**src/rtl/ptv_pkg.sv**
```systemverilog
// Shared types and coin decoding for the parking-ticket kiosk scheduler.
package ptv_pkg;

  typedef enum logic [1:0] {
    StIdle,
    StCollect,
    StIssue,
    StRefund
  } state_e;

  localparam logic [1:0] COIN_NONE = 2'b00;
  localparam logic [1:0] COIN_5    = 2'b01;
  localparam logic [1:0] COIN_10   = 2'b10;
  localparam logic [1:0] COIN_BAD  = 2'b11;

  // Illegal and empty codes both carry no credit.
  function automatic logic [3:0] coin_value(input logic [1:0] code);
    case (code)
      COIN_5:  return 4'd5;
      COIN_10: return 4'd10;
      default: return 4'd0;
    endcase
  endfunction

endpackage

```
**src/rtl/ptv_kiosk_scheduler_if.sv**
```systemverilog
// Kiosk-side and printer/dispenser-side signals of the ticket scheduler.
interface ptv_kiosk_scheduler_if #(
  parameter int unsigned N_KIOSK = 4,
  parameter int unsigned CW      = 6
);
  localparam int unsigned IW = (N_KIOSK > 1) ? $clog2(N_KIOSK) : 1;

  logic [N_KIOSK-1:0]   req;
  logic [N_KIOSK-1:0]   coin_valid;
  logic [2*N_KIOSK-1:0] coin_in;
  logic [N_KIOSK-1:0]   gnt;
  logic                 busy;
  logic                 ticket;
  logic [IW-1:0]        ticket_id;
  logic                 refund;
  logic                 ret_valid;
  logic [CW-1:0]        ret_amt;
  logic                 coin_rej;

  modport master (
    output req, coin_valid, coin_in,
    input  gnt, busy, ticket, ticket_id, refund, ret_valid, ret_amt, coin_rej
  );

  modport slave (
    input  req, coin_valid, coin_in,
    output gnt, busy, ticket, ticket_id, refund, ret_valid, ret_amt, coin_rej
  );

endinterface

```
**src/rtl/ptv_rr_arbiter.sv**
```systemverilog
// Combinational round-robin picker: first requester at or above rr_ptr_i, wrapping.
module ptv_rr_arbiter #(
  parameter int unsigned N_KIOSK = 4,
  localparam int unsigned IW = (N_KIOSK > 1) ? $clog2(N_KIOSK) : 1
) (
  input  logic [N_KIOSK-1:0] req_i,
  input  logic [IW-1:0]      rr_ptr_i,
  output logic [N_KIOSK-1:0] winner_o,
  output logic [IW-1:0]      idx_o,
  output logic               any_o
);

  logic [IW:0] k;

  always_comb begin
    k        = '0;
    winner_o = '0;
    idx_o    = '0;
    any_o    = |req_i;
    // Scan from the farthest offset down so the closest requester wins last.
    for (int off = N_KIOSK - 1; off >= 0; off--) begin
      k = {1'b0, rr_ptr_i} + (IW+1)'(off);
      if (k >= (IW+1)'(N_KIOSK)) k = k - (IW+1)'(N_KIOSK);
      if (req_i[k[IW-1:0]]) begin
        idx_o    = k[IW-1:0];
        winner_o = N_KIOSK'(1) << k[IW-1:0];
      end
    end
  end

endmodule

```
**src/rtl/ptv_kiosk_scheduler.sv**
```systemverilog
// Shares one ticket engine between kiosks: grant, collect coins, issue or refund.
module ptv_kiosk_scheduler
  import ptv_pkg::*;
#(
  parameter int unsigned N_KIOSK = 4,
  parameter int unsigned PRICE   = 15,
  parameter int unsigned CW      = 6,
  parameter int unsigned TIMEOUT = 64
) (
  input  logic                 clk,
  input  logic                 rst,
  ptv_kiosk_scheduler_if.slave bus
);

  localparam int unsigned IW = (N_KIOSK > 1) ? $clog2(N_KIOSK) : 1;
  localparam int unsigned TW = $clog2(TIMEOUT);

  state_e              state_q, state_d;
  logic [IW-1:0]       gidx_q, gidx_d, rr_ptr_q, rr_ptr_d;
  logic [CW-1:0]       credit_q, credit_d;
  logic [TW-1:0]       timer_q, timer_d;
  logic [N_KIOSK-1:0]  gnt_q, gnt_d;
  logic                busy_q, busy_d, ticket_q, ticket_d, refund_q, refund_d;
  logic                ret_valid_q, ret_valid_d, coin_rej_q, coin_rej_d;
  logic [IW-1:0]       ticket_id_q, ticket_id_d;
  logic [CW-1:0]       ret_amt_q, ret_amt_d;

  logic [N_KIOSK-1:0]  arb_winner;
  logic [IW-1:0]       arb_idx;
  logic                arb_any;
  logic [1:0]          code;
  logic                coin_v, req_g;
  logic [CW-1:0]       coin_amt, credit_sum;

  ptv_rr_arbiter #(.N_KIOSK(N_KIOSK)) u_arb (
    .req_i    (bus.req),
    .rr_ptr_i (rr_ptr_q),
    .winner_o (arb_winner),
    .idx_o    (arb_idx),
    .any_o    (arb_any)
  );

  always_comb begin
    state_d     = state_q;
    gidx_d      = gidx_q;
    rr_ptr_d    = rr_ptr_q;
    credit_d    = credit_q;
    timer_d     = timer_q;
    gnt_d       = gnt_q;
    ticket_d    = 1'b0;
    ticket_id_d = '0;
    refund_d    = 1'b0;
    ret_valid_d = 1'b0;
    ret_amt_d   = '0;
    coin_rej_d  = 1'b0;
    code        = bus.coin_in[{gidx_q, 1'b0} +: 2];
    coin_v      = bus.coin_valid[gidx_q];
    req_g       = bus.req[gidx_q];
    coin_amt    = CW'(coin_value(code));
    credit_sum  = credit_q + coin_amt;

    unique case (state_q)
      StIdle: begin
        if (arb_any) begin
          state_d  = StCollect;
          gidx_d   = arb_idx;
          gnt_d    = arb_winner;
          credit_d = '0;
          timer_d  = '0;
        end
      end
      StCollect: begin
        coin_rej_d = req_g && coin_v && (code == COIN_BAD);
        // A dropped request beats any coin; a legal coin beats timer expiry.
        if (req_g && coin_v && (coin_amt != '0)) begin
          credit_d = credit_sum;
          timer_d  = '0;
          if (credit_sum >= CW'(PRICE)) begin
            state_d     = StIssue;
            gnt_d       = '0;
            ticket_d    = 1'b1;
            ticket_id_d = gidx_q;
            ret_amt_d   = credit_sum - CW'(PRICE);
            ret_valid_d = (credit_sum != CW'(PRICE));
          end
        end else if (!req_g || (timer_q == TW'(TIMEOUT - 2))) begin
          state_d     = StRefund;
          gnt_d       = '0;
          refund_d    = 1'b1;
          ret_amt_d   = credit_q;
          ret_valid_d = (credit_q != '0);
        end else begin
          timer_d = timer_q + 1'b1;
        end
      end
      StIssue, StRefund: begin
        state_d  = StIdle;
        credit_d = '0;
        timer_d  = '0;
        rr_ptr_d = (gidx_q == IW'(N_KIOSK - 1)) ? '0 : gidx_q + 1'b1;
      end
      default: state_d = StIdle;
    endcase

    busy_d = (state_d != StIdle);
  end

  always_ff @(posedge clk or negedge rst) begin
    if (!rst) begin
      state_q     <= StIdle;
      gidx_q      <= '0;
      rr_ptr_q    <= '0;
      credit_q    <= '0;
      timer_q     <= '0;
      gnt_q       <= '0;
      busy_q      <= 1'b0;
      ticket_q    <= 1'b0;
      ticket_id_q <= '0;
      refund_q    <= 1'b0;
      ret_valid_q <= 1'b0;
      ret_amt_q   <= '0;
      coin_rej_q  <= 1'b0;
    end else begin
      state_q     <= state_d;
      gidx_q      <= gidx_d;
      rr_ptr_q    <= rr_ptr_d;
      credit_q    <= credit_d;
      timer_q     <= timer_d;
      gnt_q       <= gnt_d;
      busy_q      <= busy_d;
      ticket_q    <= ticket_d;
      ticket_id_q <= ticket_id_d;
      refund_q    <= refund_d;
      ret_valid_q <= ret_valid_d;
      ret_amt_q   <= ret_amt_d;
      coin_rej_q  <= coin_rej_d;
    end
  end

  assign bus.gnt       = gnt_q;
  assign bus.busy      = busy_q;
  assign bus.ticket    = ticket_q;
  assign bus.ticket_id = ticket_id_q;
  assign bus.refund    = refund_q;
  assign bus.ret_valid = ret_valid_q;
  assign bus.ret_amt   = ret_amt_q;
  assign bus.coin_rej  = coin_rej_q;

endmodule

```
**src/flat_wrapper.sv**
```systemverilog
// flat-port wrapper written by rule: the top's interface ports become plain ports
module ptv_kiosk_scheduler_flat import ptv_pkg::*;
#(
  parameter int unsigned N_KIOSK = 4,
  parameter int unsigned PRICE   = 15,
  parameter int unsigned CW      = 6,
  parameter int unsigned TIMEOUT = 64
)
  (clk, rst, bus_req, bus_coin_valid, bus_coin_in, bus_gnt, bus_busy, bus_ticket, bus_ticket_id, bus_refund, bus_ret_valid, bus_ret_amt, bus_coin_rej);
  ptv_kiosk_scheduler_if #(.N_KIOSK(N_KIOSK), .CW(CW)) bus_i ();
  input  logic clk;
  input  logic rst;
  input wire logic [$bits(bus_i.req)-1:0] bus_req;
  input wire logic [$bits(bus_i.coin_valid)-1:0] bus_coin_valid;
  input wire logic [$bits(bus_i.coin_in)-1:0] bus_coin_in;
  output wire logic [$bits(bus_i.gnt)-1:0] bus_gnt;
  output wire logic [$bits(bus_i.busy)-1:0] bus_busy;
  output wire logic [$bits(bus_i.ticket)-1:0] bus_ticket;
  output wire logic [$bits(bus_i.ticket_id)-1:0] bus_ticket_id;
  output wire logic [$bits(bus_i.refund)-1:0] bus_refund;
  output wire logic [$bits(bus_i.ret_valid)-1:0] bus_ret_valid;
  output wire logic [$bits(bus_i.ret_amt)-1:0] bus_ret_amt;
  output wire logic [$bits(bus_i.coin_rej)-1:0] bus_coin_rej;
  assign bus_i.req = bus_req;
  assign bus_i.coin_valid = bus_coin_valid;
  assign bus_i.coin_in = bus_coin_in;
  assign bus_gnt = bus_i.gnt;
  assign bus_busy = bus_i.busy;
  assign bus_ticket = bus_i.ticket;
  assign bus_ticket_id = bus_i.ticket_id;
  assign bus_refund = bus_i.refund;
  assign bus_ret_valid = bus_i.ret_valid;
  assign bus_ret_amt = bus_i.ret_amt;
  assign bus_coin_rej = bus_i.coin_rej;
  ptv_kiosk_scheduler #(.N_KIOSK(N_KIOSK), .PRICE(PRICE), .CW(CW), .TIMEOUT(TIMEOUT)) u_core (.clk(clk), .rst(rst), .bus(bus_i));
endmodule
```
**config.mk**
```make
export PLATFORM = sky130hd
export DESIGN_NAME = ptv_kiosk_scheduler_flat
export DESIGN_NICKNAME = d
export VERILOG_FILES = /design/src/rtl/ptv_pkg.sv /design/src/rtl/ptv_kiosk_scheduler_if.sv /design/src/rtl/ptv_rr_arbiter.sv /design/src/rtl/ptv_kiosk_scheduler.sv /design/src/flat_wrapper.sv
export SDC_FILE = /design/constraint.sdc
export NUM_CORES = 1
export LEC_CHECK = 0
export CELL_PAD_IN_SITES_DETAIL_PLACEMENT = 0
export CELL_PAD_IN_SITES_GLOBAL_PLACEMENT = 2
export CORE_ASPECT_RATIO = 0.7
export CORE_MARGIN = 2
export CORE_UTILIZATION = 35
export CTS_CLUSTER_DIAMETER = 50
export DETAILED_ROUTE_END_ITERATION = 8
export GPL_TIMING_DRIVEN = 0
export PLACE_DENSITY = 0.9
export SYNTH_ARGS = -nofsm -noshare
export SYNTH_HDL_FRONTEND = slang
export SYNTH_SLANG_ARGS = --single-unit
```
**constraint.sdc**
```tcl
create_clock -name clk -period 4.2 [get_ports clk]
set_input_delay 0.63 -clock clk [delete_from_list [all_inputs] [get_ports clk]]
set_output_delay 0.63 -clock clk [all_outputs]
set_load 0.01 [all_outputs]
```
==> results.cfg <==
[flow_run]
maxCapViolCount = 0

[synth]
synth-seq-area-share_pct = 34.9
netlist_instances = 259
synth_edf_count = 0
ys_types = 55
synth_top_area_share_pct = 34.9
ys_warn_count = 0
ys_seq_elements = 35
synth_top_flop_cell = dfrtp_1
synthesis.area_um2 = 2510
synth_nets = 296
synthTopCellsByArea = dfrtp_1 (35%), ha_1 (9.0%), mux4_2 (7.2%)
postSynth.asyncResetShare_pct = 100
syn_avg_cell_area_um2 = 9.68
yosysTopAreaCell = dfrtp_1

[routing]
routedWlPerCell_um = 15.2
drtAntennaViolNets = 0
via_count = 2124
vias_per_cell = 5.38
routed_wl_um = 6010
dr.first_iter.drc_count = 95
dr.pass1.iters = 4
drc = 0

[die]
die_width_um = 105
start_util_pct = 36.6
num_rows = 25
ioPinCount = 35
die_area_um2 = 7870
die_h_um = 74.8
core_area_um2 = 6850

[sta]
setup_viol = 0
fin_crit_ns = 3.93
rsz0062_at_grt = false
hold_violations = 0
holdWs_ns = 0.413
fmax_mhz = 255
maxSlewHeadroom_pct = 43.1
finalMaxSlewViolations = 0
setup_slack_ns = 0.272
clock_skew_ns = 0.00771
tightest_slew_ns = 0.847
fin_crit_sh_pct = 93.5

[placed_design]
dp_cells = 387
gp_congestion = 0.787
pre_cts_ws_ns = -0.0142
portBuffers = 34
hpwlAfterDp_um = 4680

[global_routing]
antenna_found_initial = 0
grt-busiest-layer = met1
use_met2_pct = 21.8
met1_usage_pct = 25.4
grt_pass1_vias = 1929
grt_pass1_wl_um = 9770
grt_max_degree = 36
grt_usage_pct = 15.9
grtUsageMet3_pct = 3.55
grt_overflow = 0

[pwr]
intPower_uw = 1080
finalPower_uw = 1950
power_density_nw_per_um2 = 636
pwr-share-seq_pct = 25.3
vdd_ir_drop_max_v = 0.000207
power_frac_clock_pct = 15.7
p_sw_uw = 873
combPwrFrac_pct = 59.0
leakagePower_uw = 0.00133
p_sw_share_pct = 44.7

[cts]
clock-sinks = 35
cts_tree = yes
cts_setup_buffers = 0
clkSlewWorstSetupHoldPaths_ns = 0.08
cts_buffers = 5
worstSkewPairLatency_ns = 0.29
cts_buffer_depth = 2
root_buffer = clkbuf_8
cts-resized-gates = 0
holdBufCountCts = 0
h-tree-depth = 2

[final_layout]
drive_gt1_share_pct = 9.97
seqCellArea_um2 = 876
multiInputGateArea_um2 = 1540
fin_util_pct = 44.9
syn_to_final_growth_pct = 22.6
nets = 337
fillCellCount = 645
instances_no_fill = 395
n_antenna_cell = 0

[setup_path]
crit_required_ns = 4.37
critPathMaxFanout = 8
worstSetupEndpointType = flip-flop
worstPathArrival_ns = 4.10
path_class = input pin to flip-flop
setup.worst_path.start_class = input pin

[hold_path]
hold_class = input pin to asynchronous set/reset pin

[status]
status = complete, no violations
power groups by stage:
stage / sequential (uW) / combinational [uW] / clock, uW
global route: 508 / 1290 / 329
CTS: 497 / 1160 / 311
global placement: 501 / 1140 / 0
finish: 495 / 1150 / 307
floorplan: 498 / 822 / 0
detailed placement: 504 / 1150 / 0
metal layers:
| metal | share of wire [%] | vias up |
|---|---|---|
| li1 | - | 1042 |
| met2 | 39 | 55 |
| met3 | 5.2 | 5 |
| met5 | 0 | - |
| met1 | 55 | 1022 |
| met4 | 0.52 | 0 |
synth_stat cells (4+ instances only):
cell and count:
a22o_1 7, o21ai_0 9, o21ai_1 5, mux4_2 8
and2_1 4, o31ai_1 5, ha_1 18, inv_1 10
o211ai_1 4, xor2_1 4, mux2i_1 4, nand2_1 27
a21oi_1 7, clkbuf_1 5, nor2b_1 5, nor2_1 15
nor3_1 8, a21o_1 6, xnor2_1 8, nor4_1 7
nand3_1 14, dfrtp_1 35
stage by stage:
| step | cell area [um^2] | setup TNS, ns |
|---|---|---|
| final | 3070 | 0 |
| after global routing | 3070 | 0 |
| after CTS | 3070 | 0 |
| after detailed placement | 2960 | -0.0142 |
| after global placement | 2970 | 0 |
| after floorplan | 2510 | 0 |
cell usage in the layout (no fill, tap or decap), types with 6 or more instances in the layout:
| cell type | Yosys | routed |
|---|---|---|
| dfrtp_1 | 35 | 35 |
| clkdlybuf4s50_1 | 0 | 33 |
| nand2_1 | 27 | 27 |
| ha_1 | 18 | 18 |
| nor2_1 | 15 | 15 |
| nand3_1 | 14 | 14 |
| inv_1 | 10 | 10 |
| o21ai_0 | 9 | 9 |
| mux4_2 | 8 | 8 |
| nor3_1 | 8 | 8 |
| xnor2_1 | 8 | 8 |
| nor4_1 | 7 | 7 |
| a21oi_1 | 7 | 7 |
| a22o_1 | 7 | 7 |
| a21o_1 | 6 | 6 |
worst paths after layout:
path | to | slack [ns] | depth (start not counted) | startpoint
worst max-delay path | u_core.bus.ret_amt[0] | 0.27 | 12 | bus_coin_in[7]
worst min-delay path | u_core.bus.busy | 0.41 | 1 | rst
worst max register to register | u_core.bus.ret_amt[0] | 0.38 | 12 | u_core.gidx_q[0]
worst min register to register | u_core.bus.gnt[0] | 0.52 | 1 | u_core.bus.gnt[0]
max in group asynchronous | u_core.bus.ret_valid | 3.29 | 1 | rst
min in group clk | u_core.bus.gnt[0] | 0.52 | 1 | u_core.bus.gnt[0]
state kept, by name, summed over array words and instances, names as in the netlist, 2 cells and up:
register              count
u_core.bus.gnt            4
u_core.bus.ticket_id      2
u_core.timer_q            6
u_core.credit_q           6
u_core.bus.ret_amt        6
u_core.rr_ptr_q           2
u_core.state_q            2
u_core.gidx_q             2
layout make-up:
class                           instances  area share [%]
Multi-Input combinational cell        203            50.0
Sequential cell                        35            28.5
Timing Repair Buffer                   34            10.9
Tap cell                               94            3.83
Clock buffer                            5            2.24
Buffer                                 10            1.71
Clock inverter                          3            1.43
Inverter                               11            1.34
worst max-delay path: stages:
cell and delay [ns]:
clkdlybuf4s50_1 0.39, mux4_2 0.52, inv_1 0.10, ha_1 0.20, nand2_1 0.08, fa_1 0.46
nor2_1 0.15, o221ai_1 0.27, or3_1 0.48, a31oi_4 0.32, nor2_4 0.11, a221o_1 0.36
kinds of logic after synthesis:
| kind of cell | share of synthesized area, % |
|---|---|
| fa+ha+maj | 9.78 |
| buf+inv | 3.74 |
| mux | 8.78 |
| xor+xnor | 4.19 |
| flops | 34.9 |
| compound gates | 18.3 |
| simple gates | 20.3 |
Power figures use the tool's default switching activity.
